==> config.mk <==
export PLATFORM = sky130hd
export DESIGN_NAME = mul_iter_unit
export DESIGN_NICKNAME = d
export VERILOG_FILES = /design/src/rtl/mul_iter_unit.sv
export SDC_FILE = /design/constraint.sdc
export NUM_CORES = 1
export LEC_CHECK = 0
export ABC_AREA = 0
export CAP_MARGIN = 20
export CORE_ASPECT_RATIO = 1.25
export CORE_MARGIN = 3
export CORE_UTILIZATION = 43
export CTS_CLUSTER_DIAMETER = 120
export DETAILED_ROUTE_END_ITERATION = 16
export GPL_TIMING_DRIVEN = 0
export PLACE_DENSITY = 0.62
export SETUP_SLACK_MARGIN = 0.02
export SYNTH_ARGS = -nofsm -noshare
export SYNTH_HDL_FRONTEND = slang
export SYNTH_SLANG_ARGS = --single-unit
export TNS_END_PERCENT = 5
==> constraint.sdc <==
create_clock -name clk -period 13.5 [get_ports clk]
set_input_delay 2.7 -clock clk [delete_from_list [all_inputs] [get_ports clk]]
set_output_delay 2.7 -clock clk [all_outputs]
set_load 0.02 [all_outputs]
==> src/rtl/mul_iter_unit.sv <==
// Iterative shift-add multiplier with accumulate for the EX stage.
// Retires STEP_BITS multiplier bits per RUN cycle; optional early exit.
module mul_iter_unit #(
  parameter int WIDTH      = 32,
  parameter int STEP_BITS  = 1,
  parameter int EARLY_EXIT = 0
) (
  input  logic                 clk,
  input  logic                 rst,
  input  logic                 signed_i,
  input  logic [1:0]           acc_mode_i,
  input  logic [WIDTH-1:0]     a_i,
  input  logic [WIDTH-1:0]     b_i,
  input  logic [2*WIDTH-1:0]   acc_i,
  input  logic                 start_i,
  input  logic                 cancel_i,
  output logic                 busy_o,
  output logic                 ready_o,
  output logic [2*WIDTH-1:0]   result_o
);

  localparam int N  = WIDTH / STEP_BITS;
  localparam int CW = $clog2(N + 1);
  localparam int W2 = 2 * WIDTH;

  typedef enum logic [1:0] {
    IDLE,
    RUN,
    FIX,
    DONE
  } state_t;

  state_t state;
  state_t state_nx;

  logic [W2-1:0]    mcand;
  logic [W2-1:0]    partial;
  logic [W2-1:0]    acc;
  logic [W2-1:0]    result;
  logic [WIDTH-1:0] mplier;
  logic [1:0]       mode;
  logic             neg;
  logic [CW-1:0]    cnt;

  logic [WIDTH-1:0] a_mag;
  logic [WIDTH-1:0] b_mag;
  logic [W2-1:0]    digit;
  logic [W2-1:0]    partial_nx;
  logic [WIDTH-1:0] mplier_sh;
  logic [CW-1:0]    cnt_nx;
  logic             run_last;
  logic [W2-1:0]    p;
  logic [W2-1:0]    fix_val;

  always_comb begin
    a_mag = (signed_i && a_i[WIDTH-1]) ? -a_i : a_i;
    b_mag = (signed_i && b_i[WIDTH-1]) ? -b_i : b_i;
    digit = {{(W2-STEP_BITS){1'b0}}, mplier[STEP_BITS-1:0]};
    partial_nx = partial + mcand * digit;
    mplier_sh = mplier >> STEP_BITS;
    cnt_nx = cnt + CW'(1);
    run_last = (cnt_nx == CW'(N)) ||
               ((EARLY_EXIT != 0) && (mplier_sh == '0));
    p = neg ? -partial : partial;
    unique case (mode)
      2'b01:   fix_val = acc + p;
      2'b10:   fix_val = acc - p;
      default: fix_val = p;
    endcase
  end

  always_ff @(posedge clk or posedge rst) begin
    if (rst) state <= IDLE;
    else     state <= state_nx;
  end

  always_comb begin
    state_nx = state;
    unique case (state)
      IDLE: if (start_i)  state_nx = RUN;
      RUN:  if (run_last) state_nx = FIX;
      FIX:  state_nx = DONE;
      DONE: if (!start_i) state_nx = IDLE;
      default: state_nx = IDLE;
    endcase
    // flush wins over any FSM move, including a start in IDLE
    if (cancel_i) state_nx = IDLE;
  end

  always_ff @(posedge clk or posedge rst) begin
    if (rst) begin
      mcand   <= '0;
      partial <= '0;
      acc     <= '0;
      result  <= '0;
      mplier  <= '0;
      mode    <= '0;
      neg     <= 1'b0;
      cnt     <= '0;
    end else if (cancel_i) begin
      result  <= '0;
    end else begin
      unique case (state)
        IDLE: if (start_i) begin
          mcand   <= {{WIDTH{1'b0}}, a_mag};
          mplier  <= b_mag;
          acc     <= acc_i;
          mode    <= acc_mode_i;
          neg     <= signed_i & (a_i[WIDTH-1] ^ b_i[WIDTH-1]);
          partial <= '0;
          cnt     <= '0;
        end
        RUN: begin
          partial <= partial_nx;
          mcand   <= mcand << STEP_BITS;
          mplier  <= mplier_sh;
          cnt     <= cnt_nx;
        end
        FIX:  result <= fix_val;
        DONE: if (!start_i) result <= '0;
        default: ;
      endcase
    end
  end

  assign busy_o   = (state == RUN) || (state == FIX);
  assign ready_o  = (state == DONE);
  assign result_o = result;

endmodule

Word-level counts from Yosys, hierarchy flattened
Index checks and enable logic that the tools add are counted.
W data, S select, Z words.
{"block": "word_totals", "register_bits": 299, "input_bits": 135, "out_inout_bits": 66, "word_cells": 60}
{"block": "classes", "add_sub_neg": 7, "n_mul": 1, "n_eq_ne": 10, "mux": 20, "n_bitwise": 3, "reduce_logical": 10}
{"operator": "$pmux W64 S2", "n": 4}
{"operator": "$mux W64", "n": 5}
{"operator": "$add A64 B64 Y64", "n": 2}
{"operator": "$mux W32", "n": 3}
{"operator": "$mul A64 B1 Y64", "n": 1}
{"operator": "$neg A32 Y32", "n": 2}
{"operator": "$neg A64 Y64", "n": 1}
{"operator": "$pmux W32 S2", "n": 1}
{"operator": "$sub A64 B64 Y64", "n": 1}
{"operator": "$pmux W6 S2", "n": 1}
{"operator": "$ne A3 B3 Y1 const B", "n": 3}
{"operator": "$reduce_and A3 Y1", "n": 3}
{"operator": "$mux W2", "n": 4}
{"operator": "$pmux W2 S4", "n": 1}
{"operator": "$add A6 B1 Y6 const B", "n": 1}
{"operator": "$eq A2 B2 Y1 const B", "n": 3}
{"operator": "$eq A6 B6 Y1 const B", "n": 1}
{"operator": "$mux W6", "n": 1}
{"operator": "$eq A2 B1 Y1 const B", "n": 2}
{"operator": "$reduce_bool A3 Y1", "n": 1}
{"operator": "$logic_and A1 B1 Y1", "n": 2}
{"operator": "$logic_not A2 Y1", "n": 1}
{"operator": "$ne A2 B2 Y1 const B", "n": 1}
{"operator": "$reduce_and A2 Y1", "n": 1}
{"operator": "5 further kinds", "n": 5}

Logic depth before layout (Yosys ltp)
Gate-level depths: netlist of run 1.
{"block": "depth", "ltp_word": 6, "ltp_mapped": 27}

Worst setup path after synthesis of run 1
Ideal clock, no wire load.
{"block": "synth_timing", "path_kind": "register to register", "start": "register partial[1]", "end": "register result[62], in the netlist result_o[62]", "setup_time_ps": 134, "arrival_time_ps": 6308, "required_ps": 13366, "setup_slack_ps": 7059, "stages_incl_launch_ff": 25, "n_path_buf": 2, "synth_period_minus_slack_ps": 6441, "path_cell_list": "dfrtp_1 > inv_1 > ha_1 > or4b_4 > buf_6 > or3_1 > buf_2 > or3_1 > nor4_1 > a211oi_1 > a2111oi_0 > and3_1 > nor2_1 > xor2_1 > ha_1 > nand2_1 > or3_1 > o21ai_0 > o21ai_0 > o21ai_0 > o2111ai_1 > a211o_1 > a2111oi_0 > or4_1 > nand3_1"}
{"block": "synth_via", "elab_chain_len": 6, "word_cells_on_any_way": 7}
{"element": "from (decl)", "line": "37", "text": "logic [W2-1:0] partial;"}
{"element": "from (signal assigned)", "line": "114", "text": "partial <= partial_nx;"}
{"element": "$neg A64 Y64", "line": "64", "text": "p = neg ? -partial : partial;"}
{"element": "$mux W64 (*)", "line": "64"}
{"element": "$sub A64 B64 Y64 or $add A64 B64 Y64 (tied branches)", "line": "67, 66"}
{"element": "$pmux W64 S2 (*)", "line": "65", "text": "unique case (mode)"}
{"element": "$pmux W64 S2 (*)", "line": "103", "text": "unique case (state)"}
{"element": "$mux W64 (*)", "line": "100", "text": "end else if (cancel_i) begin"}
{"element": "to (signal assigned)", "line": "119", "text": "FIX: result <= fix_val;"}
{"element": "to (decl)", "line": "39", "text": "logic [W2-1:0] result;"}
Mark *: on every way between the ends. The rest lies on a longest branch, timed or not.
A chain may end at the register's enable or synchronous reset.

Final worst setup path of run 1
{"block": "layout_timing", "start": "register partial[0]", "end": "register result[62], in the netlist result_o[62]"}
Same word-level chain as after synthesis.

==> metrics.yaml, run 1 <==
outcome: "finished clean"
r2r-end: "result_o[62]"
netlist_area_um2: 24200
synthTopCellsByArea: "dfrtp_1 31%, ha_1 7.0%, a21oi_1 5.4%, xnor2_1 5.1%, o21ai_0 4.9%"
chipWidth_um: 218
ys_types: 81
cp-end-kind: "register"
required_ps: 13930
place_congestion: 0.939
cts_made_buffers: 35
clkTransAtPathRegs_ps: 70
grt_pass1_wl_um: 129000
synthFlopType: "dfrtp_1"
slew_violations: 0
dp_hpwl_um: 66400
cts_tree: "done"
max_freq_ghz: 0.116
seq_area_frac_synth_pct: 30.9
yosys.area.top_type_share_pct: 30.9
cts_max_level: 2
cp_slowest_stage_delay_ps: 950
area_growth_pct: 17.4
ys_async_sr_fraction_pct: 100
portBuffers: 199
multi_input_area_um2: 15800
core_um2: 55300
setup_tns_ps: 0
fin_nets: 3415
cp.arrival_ps: 9080
setup_violations: 0
drcViolationCount: 0
cp_num_buf_inv: 5
grt_pass1_vias: 22696
dr.first_iter.drc_count: 1709
cts-root-buf: "clkbuf_16"
clk_path_buf_depth: 3
post-route-period-util_pct: 64.1
rows: 96
crit_fanout: 10
seqCellArea_um2: 7480
cpLargestDelayFamily: "compound AO/OA/AOI/OAI gates"
tightest_slew_ps: 1100
hold_depth: 2
clk_latency_ps: 560
hold_start: "mplier[27]"
yosysMostFrequentCell: "dfrtp_1"
min_path_type: "reg -> reg"
r2r_slack_ps: 4850
synthTopCellsByCount: "299 x dfrtp_1, 277 x nand2_1, 260 x a21oi_1, 237 x o21ai_0, 183 x nor2_1"
reg2regPathDepth: 25
drt_first_pass_iters: 8
overflow: 0
wl_um: 83000
dieArea_um2: 59200
hold_viol: 0
num_vias: 23210
syn_inst: 2897
layout-drive-gt1-share_pct: 5.37
critPathKind: "reg -> reg"
grt_use_total_pct: 27.3
rsz0062_at_grt: "false"
hold_buffers: 0
grt_max_degree: 113
slowest_stage: "nor3_1"
drv_cap: 0
via_per_inst: 5.95
postCtsSetupBuffers: 0
hold_end: "mplier[27]"
synth_edf_count: 0
fin_area_um2: 28400
ctsResizeCount: 0
io_pins: 201
cts_num_sinks: 299
wl_per_cell_um: 21.3
n_antenna_cell: 0
syn_avg_cell_area_um2: 8.35
antenna_found_initial: 1
fin_crit_ps: 8650
postRouteAntennaNets: 0
r2r-start: "partial[0]"
die_h_um: 271
start_util_pct: 43.8
fill_cells: 5349
startpoint_type: "register"
syn_nets: 3170
ys_ff_latch: 299
dpl_cell_area_um2: 27200
synth_area_leader_cell: "dfrtp_1"
ys_warn_count: 0
crit_top_cell: "o21ai_0"
fin_hold_ws_ps: 481
clock_skew_ps: 17.2
slew_headroom_pct: 25.8
-- per-stage QoR --
step / util (%) / setup WS (ps) / std cells
3_5_place_dp: 49.2 / 5150 / 3837
2_1_floorplan: - / 2540 / 2897
5_1_grt: 51.4 / 4390 / 3898
6_report: 51.4 / 4850 / 3898
4_1_cts: 51.4 / 5110 / 3895
3_3_place_gp: 49.1 / -1130 / 3831
-- flip-flops by register name, summed over array words and instances, names as in the netlist --
register / cells
acc: 64
cnt: 6
mcand: 64
mode: 2
mplier: 32
neg: 1
partial: 64
result_o: 64
state: 2
-- worst max path at each step --
stage,start,end,slack (ps),depth (start not counted)
2_1_floorplan,rst,acc[0],2540,1
3_3_place_gp,rst,acc[49],-1130,2
3_5_place_dp,partial[0],result_o[62],5150,25
4_1_cts,partial[0],result_o[62],5110,25
5_1_grt,partial[0],result_o[62],4390,25
6_report,partial[0],result_o[62],4850,25
-- worst register-to-register path: cells and delay by family (launching register included) --
kind	cells	cell delay, ps
AOI/OAI and AO/OA	10	3660
DFF	1	520
buffers and inverters	5	1130
and+or+nand+nor	7	2460
xor gates and xnor gates	1	210
adders and majority gates	2	530
-- cells by family (layout without fill, tap and decap cells) --
logic type / after synthesis / after routing / share of synthesized area [%]
buf+inv: 230 / 496 / 3.65
fa+ha+maj: 138 / 138 / 7.20
mux: 86 / 86 / 3.90
compound gates: 956 / 956 / 25.4
xor+xnor: 275 / 275 / 9.99
simple gates: 913 / 913 / 18.9
flops: 299 / 299 / 30.9
-- final cells by class --
class	instances	share of cell area [%]
plain buffers	167	2.28
inverters	63	0.859
clock inverters	8	0.480
multi-input cells	2368	55.7
well taps	735	3.24
repair buffers	208	7.36
flip-flops and latches	299	26.3
clock buffers	50	3.71
-- per-layer routing --
metal	up-vias	share of wire, %	GRT usage [%]
li1	11180	-	-
met1	11030	42	35.4
met2	841	48	47.5
met3	159	5.7	2.84
met4	0	3.4	9.22
met5	-	0	0
-- placed cells by master (no fill, tap or decap), types with 22 or more instances in the layout --
| master | instances |
|---|---|
| a211oi_1 | 22 |
| a21o_1 | 68 |
| a21oi_1 | 260 |
| a22o_1 | 58 |
| a31oi_1 | 41 |
| and2_1 | 90 |
| clkbuf_1 | 150 |
| clkbuf_16 | 36 |
| clkdlybuf4s50_1 | 199 |
| dfrtp_1 | 299 |
| ha_1 | 136 |
| inv_1 | 62 |
| mux2_2 | 67 |
| nand2_1 | 277 |
| nand3_1 | 52 |
| nand4_1 | 35 |
| nor2_1 | 183 |
| nor2b_1 | 22 |
| nor3_1 | 56 |
| nor4_1 | 33 |
| o21a_1 | 25 |
| o21ai_0 | 237 |
| o21bai_1 | 25 |
| o22ai_1 | 32 |
| o31ai_1 | 36 |
| or3_1 | 35 |
| or4_1 | 24 |
| xnor2_1 | 140 |
| xor2_1 | 134 |
Power of run 1 is not shown: default switching activity piles up to over one toggle a cycle in this logic, so the estimate is an artifact.
==> run 2, diff against run 1 <==
Clock period 13.5 ns to 9 ns, I/O delays scaled along.
==> run 2 against run 1 <==
  * Non-clock buffer count grew 4
  * Cell count grew 0.18%
  * Worst hold slack gained 3.5 ps
  * Utilization grew 0.12 points
  * Fmax grew 3.2%
  * Sequential cell count is the same
  * Design area grew 0.24%
  * Critical path depth is the same
  * Via count is essentially flat
  * Clock skew grew 8.2 ps
  * Clock-buffer cell count shrank 4
  * Worst setup slack lost 4200 ps
  * Critical path type unchanged
  * Critical endpoint unchanged
  * Highest routed layer unchanged
==> metrics.yaml, run 2 (same netlist as run 1, synthesis figures left out) <==
outcome: "finished clean"
fill_cells: 5334  # -0.28%
multi_input_area_um2: 15800  # about the same
cp_slowest_stage_delay_ps: 660  # -290 ps
start_util_pct: 43.8  # unchanged
grt_max_degree: 45  # -60%
dp_hpwl_um: 67200  # +1.2%
cpLargestDelayFamily: "compound AO/OA/AOI/OAI gates"
chipWidth_um: 218  # unchanged
r2r-start: "partial[0]"
grt_pass1_vias: 22525  # -0.75%
overflow: 0  # unchanged
tightest_slew_ps: 1140  # +37.7 ps
wl_um: 83800  # +1.0%
drv_cap: 0  # unchanged
place_congestion: 0.923  # -1.7%
wl_per_cell_um: 21.5  # +0.81%
postCtsSetupBuffers: 0  # unchanged
post-route-period-util_pct: 93.2  # +29 points
clk_path_buf_depth: 3  # unchanged
slew_violations: 0  # unchanged
core_um2: 55300  # unchanged
hold_end: "mplier[27]"
dr.first_iter.drc_count: 1630  # -4.6%
io_pins: 201  # unchanged
required_ps: 9450  # -4480 ps
slowest_stage: "a2111oi_0"
setup_violations: 0  # unchanged
slew_headroom_pct: 21.9  # -3.9 points
final_common_cell: "dfrtp_1"
drt_first_pass_iters: 5  # -3
cts_made_buffers: 36  # +2.9%
portBuffers: 199  # unchanged
drcViolationCount: 0  # unchanged
cp-end-kind: "register"
r2r_slack_ps: 620  # -4230 ps
reg2regPathDepth: 25  # unchanged
postRouteAntennaNets: 0  # unchanged
critPathKind: "reg -> reg"
crit_fanout: 10  # unchanged
cp.arrival_ps: 8830  # -250 ps
mostFrequentLayoutCells: "299 x dfrtp_1, 277 x nand2_1, 260 x a21oi_1"
setup_tns_ps: 0  # unchanged
die_h_um: 271  # unchanged
cts_tree: "done"
num_vias: 23209  # -0.0043%
seqCellArea_um2: 7480  # unchanged
max_freq_ghz: 0.119  # +3.2%
fin_crit_ps: 8380  # -268 ps
grt_use_total_pct: 27.3  # about the same
hold_buffers: 0  # unchanged
startpoint_type: "register"
cp_num_buf_inv: 5  # unchanged
min_path_type: "reg -> reg"
cts-root-buf: "clkbuf_16"
crit_top_cell: "o21ai_0"
dieArea_um2: 59200  # unchanged
rows: 96  # unchanged
antenna_found_initial: 0  # -1
fin_cells: 3905  # +0.18%
rsz0062_at_grt: "false"
fin_hold_ws_ps: 484  # +3.52 ps
layout-drive-gt1-share_pct: 5.55  # +0.18 points
fin_nets: 3420  # +0.15%
cts_max_level: 2  # unchanged
grt_pass1_wl_um: 128000  # -0.51%
r2r-end: "result_o[62]"
via_per_inst: 5.94  # -0.18%
area_growth_pct: 17.7
cts_num_sinks: 299  # unchanged
hold_viol: 0  # unchanged
clock_skew_ps: 25.4  # +8.19 ps
hold_depth: 2  # unchanged
hold_start: "mplier[27]"
clkTransAtPathRegs_ps: 70  # about the same
clk_latency_ps: 570  # about the same
dp_cells: 3843  # +0.16%
==> run 2: final cells by class <==
| cell class | count | share of cell area [%] |
|---|---|---|
| plain buffers | 167 | 2.27 |
| clock inverters | 14 | 0.615 |
| clock buffers | 46 | 3.47 |
| repair buffers | 212 | 7.66 |
| diodes | 1 | 0.00879 |
| flip-flops and latches | 299 | 26.3 |
| well taps | 735 | 3.23 |
| multi-input cells | 2368 | 55.6 |
| inverters | 63 | 0.844 |
==> run 2: through the flow <==
| step | utilization, % | instance area, um2 | setup WS, ps |
|---|---|---|---|
| final | 51.5 | 28500 | 616 |
| after floorplan | - | 24200 | 2560 |
| after detailed placement | 49.4 | 27300 | 478 |
| after global placement | 49.1 | 27100 | 394 |
| after CTS | 51.5 | 28500 | 455 |
| after global routing | 51.5 | 28500 | 231 |
==> run 2: per-layer routing <==
metal / track usage, % / part of all wire [%]
met5: 0 / 0
met4: 9.15 / 3.3
met3: 3.12 / 5.5
met2: 47.2 / 48
met1: 35.5 / 43
==> run 2: what timing repair did <==
item                                   in CTS  in global routing
endpoints found under the hold margin       0                  0
gates resized for setup                     0                  1
setup endpoints to repair                   0                  1
==> run 2: how the worst max path moves through the flow <==
stage | startpoint | end | slack, ps | cells after the start
floorplan | partial[1] | result_o[62] | 2560 | 24
global placement | partial[0] | result_o[62] | 390 | 25
detailed placement | partial[0] | result_o[62] | 480 | 24
CTS | partial[0] | result_o[62] | 450 | 24
global route | partial[0] | result_o[62] | 230 | 27
finish | partial[0] | result_o[62] | 620 | 25
==> run 2: tightest hold or removal path, stage by stage, from the launching register on <==
cell and delay (ps):
dfrtp_1 340, nand2_1 40, o21ai_0 60
Power of run 2 is left out for the same reason.
==> run 3, diff against run 2 <==
Settings changed: HOLD_SLACK_MARGIN set to 0.12.
==> results of run 3 <==
No change in the layout: final DEF, timing and power equal those of run 2.
Power of run 3 is left out for the same reason.
